===== src/rtl/imem_loader.sv =====
// imem_loader: writer side of the instruction memory.
// Receives a valid/ready byte stream, assembles little-endian 32-bit words,
// writes them to the instruction memory and keeps the core held until the
// image is complete.
//
// Stream layout: 4-byte word count N, then N program words.
// Optional build macro IMEM_LOADER_CHECKSUM_EN adds a trailing 4-byte
// checksum (mod-2^32 sum of the program words) checked in state CHK.
//
// state | meaning
// IDLE  | after reset, waiting for Start, core held
// HDR   | collecting the 4-byte word count
// LOAD  | collecting program words, one write per completed word
// CHK   | collecting the checksum (checksum build only)
// DONE  | image loaded, core released
// ERR   | session aborted, core held, no writes
module imem_loader #(
    parameter int          DEPTH     = 64,
    parameter logic [31:0] BASE_ADDR = 32'h0000_0000
) (
    input  logic        CLK,
    input  logic        RST,
    input  logic        Start,
    input  logic        ByteValid,
    input  logic [7:0]  ByteData,
    output logic        ByteReady,
    output logic        WE,
    output logic [31:0] WA,
    output logic [31:0] WD,
    output logic        CpuHold,
    output logic        Done,
    output logic        Err,
    output logic [31:0] LoadCnt
);

    typedef enum logic [2:0] {
        S_IDLE = 3'd0,
        S_HDR  = 3'd1,
        S_LOAD = 3'd2,
        S_DONE = 3'd3,
        S_ERR  = 3'd4
`ifdef IMEM_LOADER_CHECKSUM_EN
        ,
        S_CHK  = 3'd5
`endif
    } state_t;

    state_t      r_state;
    logic [1:0]  r_byte_idx;
    logic [23:0] r_word;        // lower three bytes of the word being assembled
    logic [31:0] r_hdr_n;
    logic        r_ready;
    logic        r_we;
    logic [31:0] r_wa;
    logic [31:0] r_wd;
    logic        r_hold;
    logic        r_done;
    logic        r_err;
    logic [31:0] r_load_cnt;
`ifdef IMEM_LOADER_CHECKSUM_EN
    logic [31:0] r_csum;
`endif

    logic        w_xfer;
    logic        w_word_end;
    logic [31:0] w_full;
    logic        w_last_word;
    logic [31:0] w_waddr;
    logic        w_restart;

    assign w_xfer      = ByteValid && r_ready;
    assign w_word_end  = w_xfer && (r_byte_idx == 2'd3);
    // The 4th byte completes the word straight from the input bus.
    assign w_full      = {ByteData, r_word};
    // LoadCnt equals the index of the word being assembled: the previous
    // word's write always lands before the next word can complete.
    assign w_last_word = ((r_load_cnt + 32'd1) == r_hdr_n);
    assign w_waddr     = BASE_ADDR + (r_load_cnt << 2);
    assign w_restart   = Start &&
                         ((r_state == S_IDLE) || (r_state == S_DONE) || (r_state == S_ERR));

    // Loader FSM with registered handshake, write-port and status outputs.
    always_ff @(posedge CLK) begin
        if (RST) begin
            r_state    <= S_IDLE;
            r_byte_idx <= 2'd0;
            r_word     <= 24'd0;
            r_hdr_n    <= 32'd0;
            r_ready    <= 1'b0;
            r_we       <= 1'b0;
            r_wa       <= BASE_ADDR;
            r_wd       <= 32'd0;
            r_hold     <= 1'b1;
            r_done     <= 1'b0;
            r_err      <= 1'b0;
            r_load_cnt <= 32'd0;
`ifdef IMEM_LOADER_CHECKSUM_EN
            r_csum     <= 32'd0;
`endif
        end else begin
            r_we <= 1'b0;

            if (w_xfer) begin
                r_byte_idx <= r_byte_idx + 2'd1;
                case (r_byte_idx)
                    2'd0:    r_word[7:0]   <= ByteData;
                    2'd1:    r_word[15:8]  <= ByteData;
                    2'd2:    r_word[23:16] <= ByteData;
                    default: r_word        <= r_word;
                endcase
            end

            if (w_restart) begin
                // New session: everything from the previous one is dropped,
                // memory contents are left alone.
                r_state    <= S_HDR;
                r_ready    <= 1'b1;
                r_hold     <= 1'b1;
                r_done     <= 1'b0;
                r_err      <= 1'b0;
                r_load_cnt <= 32'd0;
                r_byte_idx <= 2'd0;
                r_word     <= 24'd0;
`ifdef IMEM_LOADER_CHECKSUM_EN
                r_csum     <= 32'd0;
`endif
            end else begin
                case (r_state)
                    S_HDR: begin
                        if (w_word_end) begin
                            r_hdr_n <= w_full;
                            if (w_full == 32'd0) begin
`ifdef IMEM_LOADER_CHECKSUM_EN
                                // Empty image still carries a (zero) checksum.
                                r_state <= S_CHK;
`else
                                r_state <= S_DONE;
                                r_ready <= 1'b0;
                                r_done  <= 1'b1;
                                r_hold  <= 1'b0;
`endif
                            end else if (w_full > 32'(DEPTH)) begin
                                r_state <= S_ERR;
                                r_ready <= 1'b0;
                                r_err   <= 1'b1;
                            end else begin
                                r_state <= S_LOAD;
                            end
                        end
                    end

                    S_LOAD: begin
                        if (w_word_end) begin
                            r_we       <= 1'b1;
                            r_wa       <= w_waddr;
                            r_wd       <= w_full;
                            r_load_cnt <= r_load_cnt + 32'd1;
`ifdef IMEM_LOADER_CHECKSUM_EN
                            r_csum     <= r_csum + w_full;
`endif
                            if (w_last_word) begin
`ifdef IMEM_LOADER_CHECKSUM_EN
                                r_state <= S_CHK;
`else
                                r_state <= S_DONE;
                                r_ready <= 1'b0;
                                r_done  <= 1'b1;
                                r_hold  <= 1'b0;
`endif
                            end
                        end
                    end

`ifdef IMEM_LOADER_CHECKSUM_EN
                    S_CHK: begin
                        if (w_word_end) begin
                            r_ready <= 1'b0;
                            if (w_full == r_csum) begin
                                r_state <= S_DONE;
                                r_done  <= 1'b1;
                                r_hold  <= 1'b0;
                            end else begin
                                r_state <= S_ERR;
                                r_err   <= 1'b1;
                            end
                        end
                    end
`endif

                    S_IDLE, S_DONE, S_ERR: begin
                        r_ready <= 1'b0;
                    end

                    default: begin
                        r_state <= S_IDLE;
                        r_ready <= 1'b0;
                        r_hold  <= 1'b1;
                    end
                endcase
            end
        end
    end

    assign ByteReady = r_ready;
    assign WE        = r_we;
    assign WA        = r_wa;
    assign WD        = r_wd;
    assign CpuHold   = r_hold;
    assign Done      = r_done;
    assign Err       = r_err;
    assign LoadCnt   = r_load_cnt;

endmodule

===== config.mk =====
export PLATFORM = sky130hd
export DESIGN_NAME = imem_loader
export DESIGN_NICKNAME = d
export VERILOG_FILES = /design/src/rtl/imem_loader.sv
export SDC_FILE = /design/constraint.sdc
export NUM_CORES = 1
export LEC_CHECK = 0
export CORE_MARGIN = 4
export CORE_UTILIZATION = 54
export CTS_CLUSTER_SIZE = 12
export DETAILED_ROUTE_END_ITERATION = 8
export PLACE_DENSITY = 0.78
export REMOVE_ABC_BUFFERS = 1
export SLEW_MARGIN = 25
export SYNTH_ARGS = -nofsm -noshare
export SYNTH_HDL_FRONTEND = slang
export SYNTH_SLANG_ARGS = --single-unit

===== constraint.sdc =====
create_clock -name CLK -period 3.4 [get_ports CLK]
set_input_delay 0.34 -clock CLK [delete_from_list [all_inputs] [get_ports CLK]]
set_output_delay 0.34 -clock CLK [all_outputs]
set_load 0.01 [all_outputs]

==> summary.log <==
[run_status] outcome finished, final reports clean
[floorplanning] die area 15,000 um^2
[setup_path] R2R Path Start LoadCnt[0]
[timing] summed negative setup slack over all endpoints 0 ns
[floorplanning] die boundary height 123 um
[synthesis] post-synthesis sequential area ratio 45.2%
[cts] CTS Sinks 160
[finish] fraction of the core area covered by cells at the end of the flow 69.3%
[cts] clock tree from TritonCTS done
[setup_path] path type of the worst setup path flip-flop to flip-flop
[floorplanning] DIE WIDTH 123 um
[timing] worst slew margin relative to its limit 55.5%
[setup_path] critical path data arrival time 3.24 ns
[grt] GR Layer Usage met3 4.88%
[floorplanning] I/O pin count 113
[setup_path] number of cells traversed by the worst register-to-register path 9
[setup_path] destination of the worst register-to-register timing path ByteReady
[finish] number of antenna repair diodes 0
[grt] initial antenna violation count 0
[routing] final antenna-violating net count 0
[power] maximum vdd drop 0.000336 V
[timing] endpoints failing setup 0
[timing] final worst path period need 2.92 ns
[finish] area grow syn2layout 24.3%
[synthesis] top_reg_cell synth dfxtp_1
[grt] maximum number of pins on one net before global-route repair 81
[power] part of the power in the clock network 48.1%
[synthesis] top cells by instance count after synthesis nand2_1, dfxtp_1, a21oi_1
[power] net switching power of the design 888 uW
[setup_path] data required time of the critical path 3.72 ns
[setup_path] Largest stage delay, worst path 0.48 ns
[timing] FMAX 0.342 GHz
[synthesis] average footprint of a synthesized cell 8.00 um^2
[cts] root buffer cell clkbuf_16
[cts] CTS clock-pin slew for the worst setup and hold paths 0.07 ns
[grt] via count of the first global-routing pass 5,941
[cts] worst-case clock buffer depth 2
[setup_path] kind of capture point of the worst setup path flip-flop
[cts] source-to-sink clock delay at the later pin of the worst-skew pair 0.43 ns
[synthesis] synth unique cells 51
[setup_path] startpoint type of the worst setup path flip-flop
[place] routability congestion estimate 0.906
[timing] Setup Skew 0.00620 ns
[floorplanning] starting density of the core 55.8%
[timing] final worst hold slack 0.416 ns
[place] count of port buffers added during placement 110
[floorplanning] core area 12,700 um^2
[power] Reg power frac 49.3%
[power] Switching Fraction 23.2%
[timing] final hold vios 0
[synthesis] top cell type by total area after synthesis dfxtp_1
[timing] unrepaired setup endpoints after global routing false
[power] Cell Int Power 2.94 mW
[synthesis] dominant cells by area after synthesis dfxtp_1, nand2_1, a21oi_1
[synthesis] post-synthesis async set-or-reset flop share 0%
[cts] number of post-CTS setup repair buffers 0
[cts] count of H-tree levels built during CTS 4
[timing] measured slew at the worst slew-check pin 0.664 ns
[routing] final WL 18,100 um
[power] Pwr Density 434 nW/um^2
[setup_path] crit path max fanout 9
[place] Detail Placement HPWL 12,600 um
[finish] share of layout cells above drive strength 1 6.06%
[grt] total overflow reported by the global router 0
[routing] routed length per placed instance 15.8 um
[min_path] kind of path behind the tightest hold check input port to flip-flop
[routing] drt pass-1 iters 5
[setup_path] flop-to-flop setup slack 0.48 ns
[finish] filler instances 1,073
[power] leak pwr 3.12 nW
[synthesis] cell area after synthesis 7090 um^2
[timing] ratio of final minimum period to clock period 85.9%
[setup_path] CP cell instances ha_1 > nand3_2 > nor4_4 > nor3b_1 > a31oi_1 > a2111o_1 > nor4_2 > nand2_1 > o21a_1
[finish] fin nets 978
[grt] most congested layer reported by global routing met2
[synthesis] post-synth top area share 45.2%
[synthesis] number of warnings issued by yosys 0
[synthesis] flops & latches, synth 160
[grt] Global Route Usage Sum 24.9%
[floorplanning] Cell Rows 41
[routing] number of DRC markers in iteration 0 465
[grt] met2 Resource Use GR 40.1%
[synthesis] most numerous cell in the Yosys netlist nand2_1
[min_path] launch point of the worst hold path RST
[cts] number of buffers created by CTS 17
[routing] detailed-route DRC error count 0
[grt] met1 usage 32.9%
[timing] max-slew violations 0
[routing] via density per instance 5.51
[cts] Resize count post-CTS 0
[routing] via total after detailed routing 6,310
[synthesis] Post-Synthesis Cells 887
[setup_path] Critical path destination ByteReady
[synthesis] number of synthesized flops with an enable pin 0
[grt] first-pass GRT wire length 29,600 um
[run] Max-Cap Viols 0
[cts] number of buffers added to fix hold violations after cts 0
[power] combinational group share of total power 2.6%
[setup_path] Critical path origin LoadCnt[0]
[setup_path] Slowest cell on crit path dfxtp_1
## per-layer routing
layer	part of all wire, %	vias up	wire, um
li1	-	3119	-
met1	45	2968	8110
met2	47	188	8550
met3	6.0	35	1090
met4	2.2	0	393
met5	0	-	0
## placed cells by master (no fill, tap or decap), drive strengths merged, types with 3 or more instances in the layout
master and n:
nand2 227, nand3 21, or3 13, a21oi 112, mux2i 25, nor3 14
nand3b 4, o21ai 15, clkdlybuf4s50 109, nor4 16, nand4 17, and2 4
buf 15, inv 12, clkinv 5, and3 5, clkbuf 17, xor2 29
dfxtp 160, a31oi 8, and4 3, xnor2 40, nor2 68, ha 5
## worst min path at each step
stage | end | slack (ns) | cells past startpoint
after global placement | WA[13] | 0.44 | 2
after floorplan | WA[10] | 0.41 | 1
after detailed placement | WA[31] | 0.45 | 2
final | r_hdr_n[28] | 0.42 | 2
after CTS | r_hdr_n[30] | 0.42 | 2
after global routing | r_hdr_n[28] | 0.44 | 2
## flip-flops by register name (all words and copies together) (netlist names)
register    cells
LoadCnt        32
Err             1
ByteReady       1
CpuHold         1
r_state         3
r_hdr_n        32
WE              1
Done            1
r_byte_idx      2
r_word         24
WA             30
WD             32
## worst max-delay path: cells and delay by family, from the launching register on
kind            cells  cell delay [ns]
simple gates        5             1.33
fa+ha+maj           1             0.31
compound gates      3             0.70
flops               1             0.48
## cells by family after synthesis
group                    synth area share (%)
AND/OR/NAND/NOR                          25.9
flip-flops                               45.2
AO/OA/AOI/OAI                            11.2
buffers and inverters                    4.41
XOR/XNOR                                 8.52
multiplexers                             3.85
adder cells (fa/ha/maj)                 0.882
other                                  0.0529
## power groups by stage
stage	combinational, mW	sequential (mW)	clock (mW)
floorplan	0.0346	1.93	0
global placement	0.0973	1.93	0
detailed placement	0.0971	1.93	0
CTS	0.0980	1.89	1.86
global route	0.106	1.89	1.95
finish	0.0978	1.89	1.84
## per-stage QoR
step,power [mW],setup WS [ns],instance area (um^2),std cells
6_report,3.82,0.479,8820,1146
5_1_grt,3.94,0.234,8820,1146
4_1_cts,3.85,0.460,8820,1146
3_5_place_dp,2.02,0.488,8240,1114
3_3_place_gp,2.03,0.612,8240,1114
2_1_floorplan,1.96,-2.16,6800,818
## cell type report
cell class                 count  area [um^2]  area share, %
clock buffer                  17          425           4.83
clock inverter                15          149           1.69
inverter                       5         18.8          0.213
multi-input combinational    653         3590           40.7
sequential                   160         3200           36.3
tap                          172          215           2.44
timing repair buffer         124         1220           13.8
Power figures use the tool's default switching activity.
